## src/rtl/adsr_envelope.sv

```systemverilog
// adsr_envelope: per-voice ADSR envelope generator.
//
// The envelope is a Q2.14 word (0x0000..FULL) that is updated only on
// sample_tick cycles. Gate edges change state on any clk edge. When a gate
// edge and a tick arrive together, the edge is applied first and the tick's
// arithmetic then runs in the new state.
//
// Ports:
//   clk           system clock
//   reset         asynchronous reset, active low
//   sample_tick   one-clk audio-rate strobe; enables level arithmetic
//   gate          note-on level (1 = key held)
//   attack_step   increment per tick in ATTACK
//   decay_step    decrement per tick in DECAY
//   sustain_level sustain target, clamped to FULL
//   release_step  decrement per tick in RELEASE
//   envelope      registered level, always within 0..FULL
//   state         0=IDLE 1=ATTACK 2=DECAY 3=SUSTAIN 4=RELEASE
//   active        high whenever state != IDLE
//   done          one-clk pulse when RELEASE reaches 0
module adsr_envelope #(
  parameter int unsigned W    = 16,
  parameter int unsigned FRAC = 14,
  parameter int unsigned FULL = 1 << FRAC
) (
  input  logic         clk,
  input  logic         reset,
  input  logic         sample_tick,
  input  logic         gate,
  input  logic [W-1:0] attack_step,
  input  logic [W-1:0] decay_step,
  input  logic [W-1:0] sustain_level,
  input  logic [W-1:0] release_step,
  output logic [W-1:0] envelope,
  output logic [2:0]   state,
  output logic         active,
  output logic         done
);

  localparam logic [2:0] IDLE    = 3'd0;
  localparam logic [2:0] ATTACK  = 3'd1;
  localparam logic [2:0] DECAY   = 3'd2;
  localparam logic [2:0] SUSTAIN = 3'd3;
  localparam logic [2:0] RELEASE = 3'd4;

  localparam logic [W-1:0] FULL_W = W'(FULL);

  logic [2:0]   state_q, state_d;
  logic [W-1:0] env_q, env_d;
  logic         done_q, done_d;
  logic         gate_q;
  // Rises are ignored until gate has been seen low once after reset, so a
  // key held across reset release does not retrigger the voice.
  logic         armed_q;

  logic         rise, fall;
  logic [W-1:0] sus_tgt;
  logic [W:0]   attack_sum;
  logic [W:0]   decay_thr;

  assign rise = gate & ~gate_q & armed_q;
  assign fall = ~gate & gate_q;

  assign sus_tgt    = (sustain_level > FULL_W) ? FULL_W : sustain_level;
  assign attack_sum = {1'b0, env_q} + {1'b0, attack_step};
  assign decay_thr  = {1'b0, sus_tgt} + {1'b0, decay_step};

  always_comb begin
    state_d = state_q;
    env_d   = env_q;
    done_d  = 1'b0;

    if (rise) begin
      state_d = ATTACK;
    end else if (fall && (state_q == ATTACK || state_q == DECAY || state_q == SUSTAIN)) begin
      state_d = RELEASE;
    end

    if (sample_tick) begin
      case (state_d)
        ATTACK: begin
          if (attack_step == '0 || attack_sum >= {1'b0, FULL_W}) begin
            env_d   = FULL_W;
            state_d = DECAY;
          end else begin
            env_d = attack_sum[W-1:0];
          end
        end
        DECAY: begin
          if (decay_step == '0 || {1'b0, env_q} <= decay_thr) begin
            env_d   = sus_tgt;
            state_d = SUSTAIN;
          end else begin
            env_d = env_q - decay_step;
          end
        end
        SUSTAIN: begin
          env_d = sus_tgt;
        end
        RELEASE: begin
          if (release_step == '0 || env_q <= release_step) begin
            env_d   = '0;
            state_d = IDLE;
            done_d  = 1'b1;
          end else begin
            env_d = env_q - release_step;
          end
        end
        default: begin
          env_d = '0;
        end
      endcase
    end
  end

  always_ff @(posedge clk or negedge reset) begin
    if (!reset) begin
      state_q <= IDLE;
      env_q   <= '0;
      done_q  <= 1'b0;
      gate_q  <= 1'b0;
      armed_q <= 1'b0;
    end else begin
      state_q <= state_d;
      env_q   <= env_d;
      done_q  <= done_d;
      gate_q  <= gate;
      armed_q <= armed_q | ~gate;
    end
  end

  assign envelope = env_q;
  assign state    = state_q;
  assign active   = (state_q != IDLE);
  assign done     = done_q;

endmodule

```

## config.mk

```make
export PLATFORM = sky130hd
export DESIGN_NAME = adsr_envelope
export DESIGN_NICKNAME = d
export VERILOG_FILES = /design/src/rtl/adsr_envelope.sv
export SDC_FILE = /design/constraint.sdc
export NUM_CORES = 1
export LEC_CHECK = 0
export ABC_CLOCK_PERIOD_IN_PS = 9100
export CORE_ASPECT_RATIO = 1.1
export CORE_MARGIN = 4
export CORE_UTILIZATION = 45
export CTS_CLUSTER_SIZE = 10
export DETAILED_ROUTE_END_ITERATION = 7
export PLACE_DENSITY = 0.69
export SLEW_MARGIN = 25
export SYNTH_ARGS = -nofsm -noshare
export SYNTH_HDL_FRONTEND = slang
export SYNTH_SLANG_ARGS = --single-unit
```

## constraint.sdc

```tcl
create_clock -name clk -period 9.1 [get_ports clk]
set_clock_uncertainty 0.15 [all_clocks]
set_input_delay 1.365 -clock clk [delete_from_list [all_inputs] [get_ports clk]]
set_output_delay 1.365 -clock clk [all_outputs]
set_load 0.01 [all_outputs]
```

==> insert_results.sql, run 1 <==
INSERT INTO impl_metrics (metric_group, metric, value, unit) VALUES
('placement', 'detailed_place.area', '5860', 'um2'),
('synthesis', 'synth_largest_type_area_fraction', '0.207', ''),
('sta', 'maxClockFrequency', '0.128', 'GHz'),
('clock_tree', 'ctsLongestPathBuffers', '2', ''),
('grt', 'vias_in_the_first_global_route', '5100', ''),
('grt', 'initial_antenna_violation_count', '0', ''),
('synthesis', 'area_of_the_mapped_netlist', '4830', 'um2'),
('floorplan', 'floorplan.io_pins', '89', ''),
('grt', 'grt_busiest_layer', 'met2', ''),
('finish', 'register_area', '551', 'um2'),
('clock_tree', 'cts-buffers-inserted', '3', ''),
('finish', 'final_net_count', '866', ''),
('setup_path', 'crit_chain', 'clkdlybuf4s50_1 > nor4_1 > nand4_1 > a21oi_1 > and2_1 > ha_1 > inv_1 > fa_1 > nand2b_1 > a211oi_1 > o21ai_0 > a21boi_0 > o21ai_0 > nand2b_1 > a21oi_1 > xor2_1 > ha_1 > nand3_1 > or2_2 > o32ai_1 > o21ai_0 > a211o_1 > a32o_1 > a211o_1', ''),
('clock_tree', 'worstSkewPairLatency', '260', 'ps'),
('grt', 'grt_util_met2', '0.448', ''),
('clock_tree', 'post_cts_resize_count', '0', ''),
('drt', 'vias', '5236', ''),
('synthesis', 'synth.most_common_cell', 'sky130_fd_sc_hd__ha_1', ''),
('synthesis', 'synth.yosys.seq_area_share', '0.114', ''),
('pwr', 'total_power', '0.847', 'mW'),
('sta', 'slew_headroom', '0.408', ''),
('sta', 'timing.final.setup_violations', '0', ''),
('floorplan', 'floorplan.die.width', '107', 'um'),
('synthesis', 'avgSynthCellArea', '7.69', 'um2'),
('grt', 'grt_start_max_net_pins', '23', ''),
('setup_path', 'critical_path.max_fanout', '15', ''),
('sta', 'tightestPinTransition', '888', 'ps'),
('clock_tree', 'cts_tree', 'built', ''),
('setup_path', 'cp_data_required_time', '9090', 'ps'),
('synthesis', 'netlist-cell-type-count', '72', ''),
('job', 'cap_viol_max_count', '0', ''),
('drt', 'detail_route.wl_per_cell', '18.6', 'um'),
('placement', 'gp_congestion', '0.950', ''),
('floorplan', 'floorplan.die_area', '12500', 'um2'),
('grt', 'met1_usage', '0.328', ''),
('sta', 'rsz0062_at_grt', 'false', ''),
('clock_tree', 'cts_hold_buffers', '0', ''),
('sta', 'timing.final.crit_share', '0.859', ''),
('drt', 'drt_first_pass_iters', '6', ''),
('placement', 'portBuffers', '88', ''),
('floorplan', 'core.rowCount', '39', ''),
('clock_tree', 'postCtsSetupBuffers', '0', ''),
('setup_path', 'timing.critical_path.to_type', 'register', ''),
('synthesis', 'asyncSetResetFlopFracSynth', '1.00', ''),
('finish', 'multi_input_comb_area', '4070', 'um2'),
('setup_path', 'startpoint_type', 'primary input', ''),
('synthesis', 'yosysTopAreaCell', 'sky130_fd_sc_hd__ha_1', ''),
('synthesis', 'synth_commonest_cells', '80 x sky130_fd_sc_hd__ha_1, 49 x sky130_fd_sc_hd__inv_1, 47 x sky130_fd_sc_hd__a21oi_1', ''),
('floorplan', 'initial_utilization', '0.463', ''),
('clock_tree', 'cts_sinks', '22', ''),
('sta', 'min_period', '7820', 'ps'),
('drt', 'routed_wl', '15.9', 'mm'),
('hold_path', 'worst_hold_path_type', 'reg2reg', ''),
('finish', 'n_antenna_cell', '0', ''),
('clock_tree', 'clock_tree.root_cell', 'sky130_fd_sc_hd__clkbuf_16', ''),
('drt', 'initialDrtViolationCount', '280', ''),
('grt', 'gr-total-overflow', '0', ''),
('clock_tree', 'path_clk_slew', '60', 'ps'),
('synthesis', 'synth_ff_type', 'sky130_fd_sc_hd__dfrtp_1', ''),
('drt', 'drc', '0', ''),
('finish', 'stdcell_area', '5950', 'um2'),
('synthesis', 'synthesis.nets', '781', ''),
('clock_tree', 'cts_h_tree_depth', '1', ''),
('outcome', 'outcome', 'finished clean', ''),
('pwr', 'power_per_cell_area', '142', 'nW/um2'),
('sta', 'final_max_slew_viol_count', '0', ''),
('sta', 'hold_viol_final', '0', ''),
('sta', 'setup_total_negative_slack', '0', 'ps'),
('grt', 'groute.layer.met3.usage', '0.0160', ''),
('synthesis', 'yosys-top-cells-area', 'sky130_fd_sc_hd__ha_1 21%, sky130_fd_sc_hd__dfrtp_1 11%, sky130_fd_sc_hd__xnor2_1 5.4%', ''),
('setup_path', 'worstPathArrival', '7810', 'ps');
final cells by class:
class                   instances  area share
clock buffers                   4      0.0149
inverters                      50      0.0316
multi-input cells             549       0.684
flip-flops and latches         22      0.0926
well taps                     143      0.0301
repair buffers                 88       0.147
where the power goes:
group	switching, mW	internal (mW)
clock	0.0346	0.0671
sequential	0.0419	0.116
combinational	0.320	0.267
total	0.397	0.450
per-layer routing:
metal / wire length (um) / vias up
li1: - / 2556
met1: 6850 / 2436
met2: 7680 / 213
met3: 932 / 31
met4: 477 / 0
met5: 0 / -
cell families after synthesis:
logic type,Yosys count,synth area share
AOI/OAI and AO/OA,203,0.295
adders and majority gates,84,0.224
muxes,5,0.0104
and+or+nand+nor,209,0.226
DFF,22,0.114
buffers and inverters,58,0.0453
xor gates and xnor gates,47,0.0851
other,1,0.000776
sequential cells by signal, indices dropped and copies added, names as in the netlist:
signal,flops
done,1
gate_q,1
envelope,16
state,3
armed_q,1
path summary, 6_finish.rpt:
check	start	end	slack [ps]	depth (start not counted)
worst min register to register	armed_q	armed_q	380	1
min in group asynchronous	reset	done	920	1
worst max register to register	envelope[0]	envelope[14]	5420	12
max in group asynchronous	reset	envelope[2]	7540	1
worst min-delay path	armed_q	armed_q	380	1
worst max-delay path	sustain_level[0]	envelope[6]	1280	24
stage by stage:
stage	std cells	worst slack [ps]	utilization
final	856	1280	0.569
after floorplan	629	2790	-
after global routing	856	864	0.569
after CTS	856	1370	0.570
after global placement	852	1320	0.561
after detailed placement	852	1140	0.561
critical path: cells and delay by family:
kind / cells / cell delay (ps)
buffers and inverters: 2 / 500
AOI/OAI and AO/OA: 11 / 3480
and+or+nand+nor: 7 / 1480
adders and majority gates: 3 / 840
xor gates and xnor gates: 1 / 150
placed cells by master (no fill, tap or decap), types with 10 or more instances in the layout:
cell type / n
sky130_fd_sc_hd__nor2_1: 41
sky130_fd_sc_hd__o21ai_0: 28
sky130_fd_sc_hd__nand2_1: 32
sky130_fd_sc_hd__a21oi_1: 47
sky130_fd_sc_hd__nand3_1: 28
sky130_fd_sc_hd__a22oi_1: 10
sky130_fd_sc_hd__and2_1: 20
sky130_fd_sc_hd__xor2_1: 17
sky130_fd_sc_hd__clkdlybuf4s50_1: 87
sky130_fd_sc_hd__dfrtp_1: 22
sky130_fd_sc_hd__xnor2_1: 30
sky130_fd_sc_hd__nor3_1: 16
sky130_fd_sc_hd__nor4_1: 20
sky130_fd_sc_hd__ha_1: 80
sky130_fd_sc_hd__inv_1: 49
sky130_fd_sc_hd__nand4_1: 11
sky130_fd_sc_hd__a21o_1: 27
Note: power is estimated with default switching activity, not from simulation.
==> inputs of run 2 (changes only) <==
Settings changed: GPL_TIMING_DRIVEN from default to 0.
==> run 2 against run 1 <==
Compared with the run above: clock power is essentially flat; sequential power about the same; register-to-register slack worse by 20 ps; hold slack improved by 20 ps; sequential cell count stayed put; via count decreased by 0.63%; global-route usage is 1.1 points higher; core utilization increased by 0.20 points; die area unchanged; fmax fell by 4.3%; critical endpoint is now envelope[9].
==> insert_results.sql, run 2 (synthesis results as in run 1) <==
INSERT INTO impl_metrics (metric_group, metric, value, unit) VALUES
('sta', 'timing.final.crit_share', '0.898', ''),
('clock_tree', 'cts_h_tree_depth', '1', ''),
('placement', 'gp_congestion', '0.917', ''),
('clock_tree', 'postCtsSetupBuffers', '0', ''),
('sta', 'final_max_slew_viol_count', '0', ''),
('sta', 'tightestPinTransition', '875', 'ps'),
('sta', 'rsz0062_at_grt', 'false', ''),
('grt', 'vias_in_the_first_global_route', '5089', ''),
('clock_tree', 'cts_sinks', '22', ''),
('hold_path', 'hold_path_startpoint', 'armed_q', ''),
('sta', 'hold_viol_final', '0', ''),
('setup_path', 'crit-reg2reg-capture', 'envelope[14]', ''),
('grt', 'gr-total-overflow', '0', ''),
('setup_path', 'worstPathArrival', '8160', 'ps'),
('clock_tree', 'path_clk_slew', '60', 'ps'),
('sta', 'slew_headroom', '0.409', ''),
('finish', 'layout_commonest_cell', 'sky130_fd_sc_hd__clkdlybuf4s50_1', ''),
('outcome', 'outcome', 'finished clean', ''),
('grt', 'grt_start_max_net_pins', '23', ''),
('pwr', 'leakage_power_of_the_design', '2.82', 'nW'),
('setup_path', 'reg2reg_slack', '5400', 'ps'),
('setup_path', 'timing.critical_path.to_type', 'register', ''),
('hold_path', 'worst_hold_path_type', 'reg2reg', ''),
('clock_tree', 'ctsLongestPathBuffers', '2', ''),
('finish', 'final_net_count', '873', ''),
('setup_path', 'r2r-start', 'envelope[0]', ''),
('floorplan', 'floorplan.die_area', '12500', 'um2'),
('floorplan', 'die-height', '117', 'um'),
('setup_path', 'critical_path.max_stage_delay', '510', 'ps'),
('clock_tree', 'cts-buffers-inserted', '3', ''),
('job', 'cap_viol_max_count', '0', ''),
('drt', 'routed_wl', '16.6', 'mm'),
('drt', 'initialDrtViolationCount', '264', ''),
('drt', 'routed_via_density', '6.03', ''),
('clock_tree', 'worstSkewPairLatency', '260', 'ps'),
('finish', 'final_cell_mix', '86 x sky130_fd_sc_hd__clkdlybuf4s50_1, 80 x sky130_fd_sc_hd__ha_1, 49 x sky130_fd_sc_hd__inv_1', ''),
('finish', 'area.growth.synth_to_final', '23.4', '%'),
('placement', 'hpwlAfterDp', '14.1', 'mm'),
('finish', 'largest_register_ffs', '16', ''),
('setup_path', 'startpoint_type', 'primary input', ''),
('setup_path', 'rr_worst_depth', '12', ''),
('pwr', 'power_per_cell_area', '142', 'nW/um2'),
('clock_tree', 'clock_tree.root_cell', 'sky130_fd_sc_hd__clkbuf_16', ''),
('sta', 'timing.final.setup_violations', '0', ''),
('drt', 'drc', '0', ''),
('setup_path', 'critical_path.max_fanout', '10', ''),
('finish', 'layout.core_utilization', '0.572', ''),
('clock_tree', 'post_cts_resize_count', '0', ''),
('drt', 'drtAntennaViolNets', '0', ''),
('setup_path', 'cp_data_required_time', '9090', 'ps'),
('clock_tree', 'cts_hold_buffers', '0', ''),
('setup_path', 'critPathMostFrequentCell', 'sky130_fd_sc_hd__o21ai_0', ''),
('pwr', 'worst_ir_drop_vdd', '0.0610', 'mV'),
('floorplan', 'initial_utilization', '0.463', ''),
('hold_path', 'min_to', 'armed_q', ''),
('grt', 'track_usage', '0.265', ''),
('drt', 'vias', '5203', ''),
('setup_path', 'timing_worst_setup_path_type', 'in2reg', ''),
('sta', 'min_period', '8170', 'ps'),
('placement', 'portBuffers', '87', ''),
('sta', 'maxClockFrequency', '0.122', 'GHz'),
('floorplan', 'floorplan.die.width', '107', 'um'),
('hold_path', 'min_path_cells', '1', ''),
('floorplan', 'core.rowCount', '39', ''),
('clock_tree', 'cts_tree', 'built', ''),
('finish', 'n_antenna_cell', '0', ''),
('grt', 'initial_antenna_violation_count', '0', ''),
('setup_path', 'cp_slowest_cell', 'sky130_fd_sc_hd__a21oi_1', ''),
('drt', 'detail_route.wl_per_cell', '19.2', 'um'),
('grt', 'wire_length_of_the_first_global_routing_pass', '26.0', 'mm'),
('finish', 'drive_above_1_share', '0.0333', ''),
('sta', 'setup_total_negative_slack', '0', 'ps'),
('floorplan', 'fp.coreArea', '10400', 'um2'),
('finish', 'fillers', '1045', ''),
('floorplan', 'floorplan.io_pins', '89', ''),
('drt', 'drt_first_pass_iters', '5', '');
[run 2: cell types whose count changed in the layout (fill, tap and decap cells not counted), sizes merged]
cell / delta
buf: +1
clkbuf: +7
clkdlybuf4s50: -1
[run 2: metrics by stage]
stage / setup slack (ps) / area, um2 / std cells / hold WS, ps / power (mW)
after global placement: 876 / 5880 / 859 / 364 / 0.728
after CTS: 975 / 5970 / 863 / 398 / 0.845
after detailed placement: 741 / 5880 / 859 / 382 / 0.737
after floorplan: 2790 / 4830 / 629 / 330 / 0.539
after global routing: 548 / 5970 / 863 / 481 / 0.916
final: 929 / 5970 / 863 / 402 / 0.848
[run 2: final cells by class]
| class | instances | area [um2] | share of cell area |
|---|---|---|---|
| multi-input cells | 549 | 4070 | 0.681 |
| repair buffers | 87 | 866 | 0.145 |
| flip-flops and latches | 22 | 551 | 0.0922 |
| inverters | 50 | 188 | 0.0314 |
| well taps | 143 | 179 | 0.0300 |
| clock buffers | 4 | 88.8 | 0.0149 |
| plain buffers | 8 | 31.3 | 0.00524 |
[run 2: worst max-delay path: cells and delay by family]
kind | cells | cell delay, ps
AND/OR/NAND/NOR | 8 | 1630
adder cells (fa/ha/maj) | 3 | 870
AO/OA/AOI/OAI | 10 | 2960
buffers and inverters | 4 | 1170
XOR/XNOR | 1 | 150
[run 2: routing by layer]
metal  part of all wire  track usage  up-vias
met4              0.036        0.103        0
met5                  0            0        -
met3              0.052       0.0205       32
met1               0.42        0.324     2422
li1                   -            -     2566
met2               0.49        0.484      183
[run 2: worst max-delay path by stage]
stage / cells past startpoint / end / from
after floorplan: 24 / envelope[6] / sustain_level[9]
after global placement: 26 / envelope[9] / sustain_level[0]
after detailed placement: 26 / envelope[9] / sustain_level[0]
after CTS: 26 / envelope[9] / sustain_level[0]
after global routing: 26 / envelope[9] / sustain_level[0]
final: 26 / envelope[9] / sustain_level[0]
[run 2: power breakdown]
| part | internal [mW] | switching, mW |
|---|---|---|
| combinational | 0.267 | 0.317 |
| clock | 0.0672 | 0.0371 |
| sequential | 0.116 | 0.0439 |
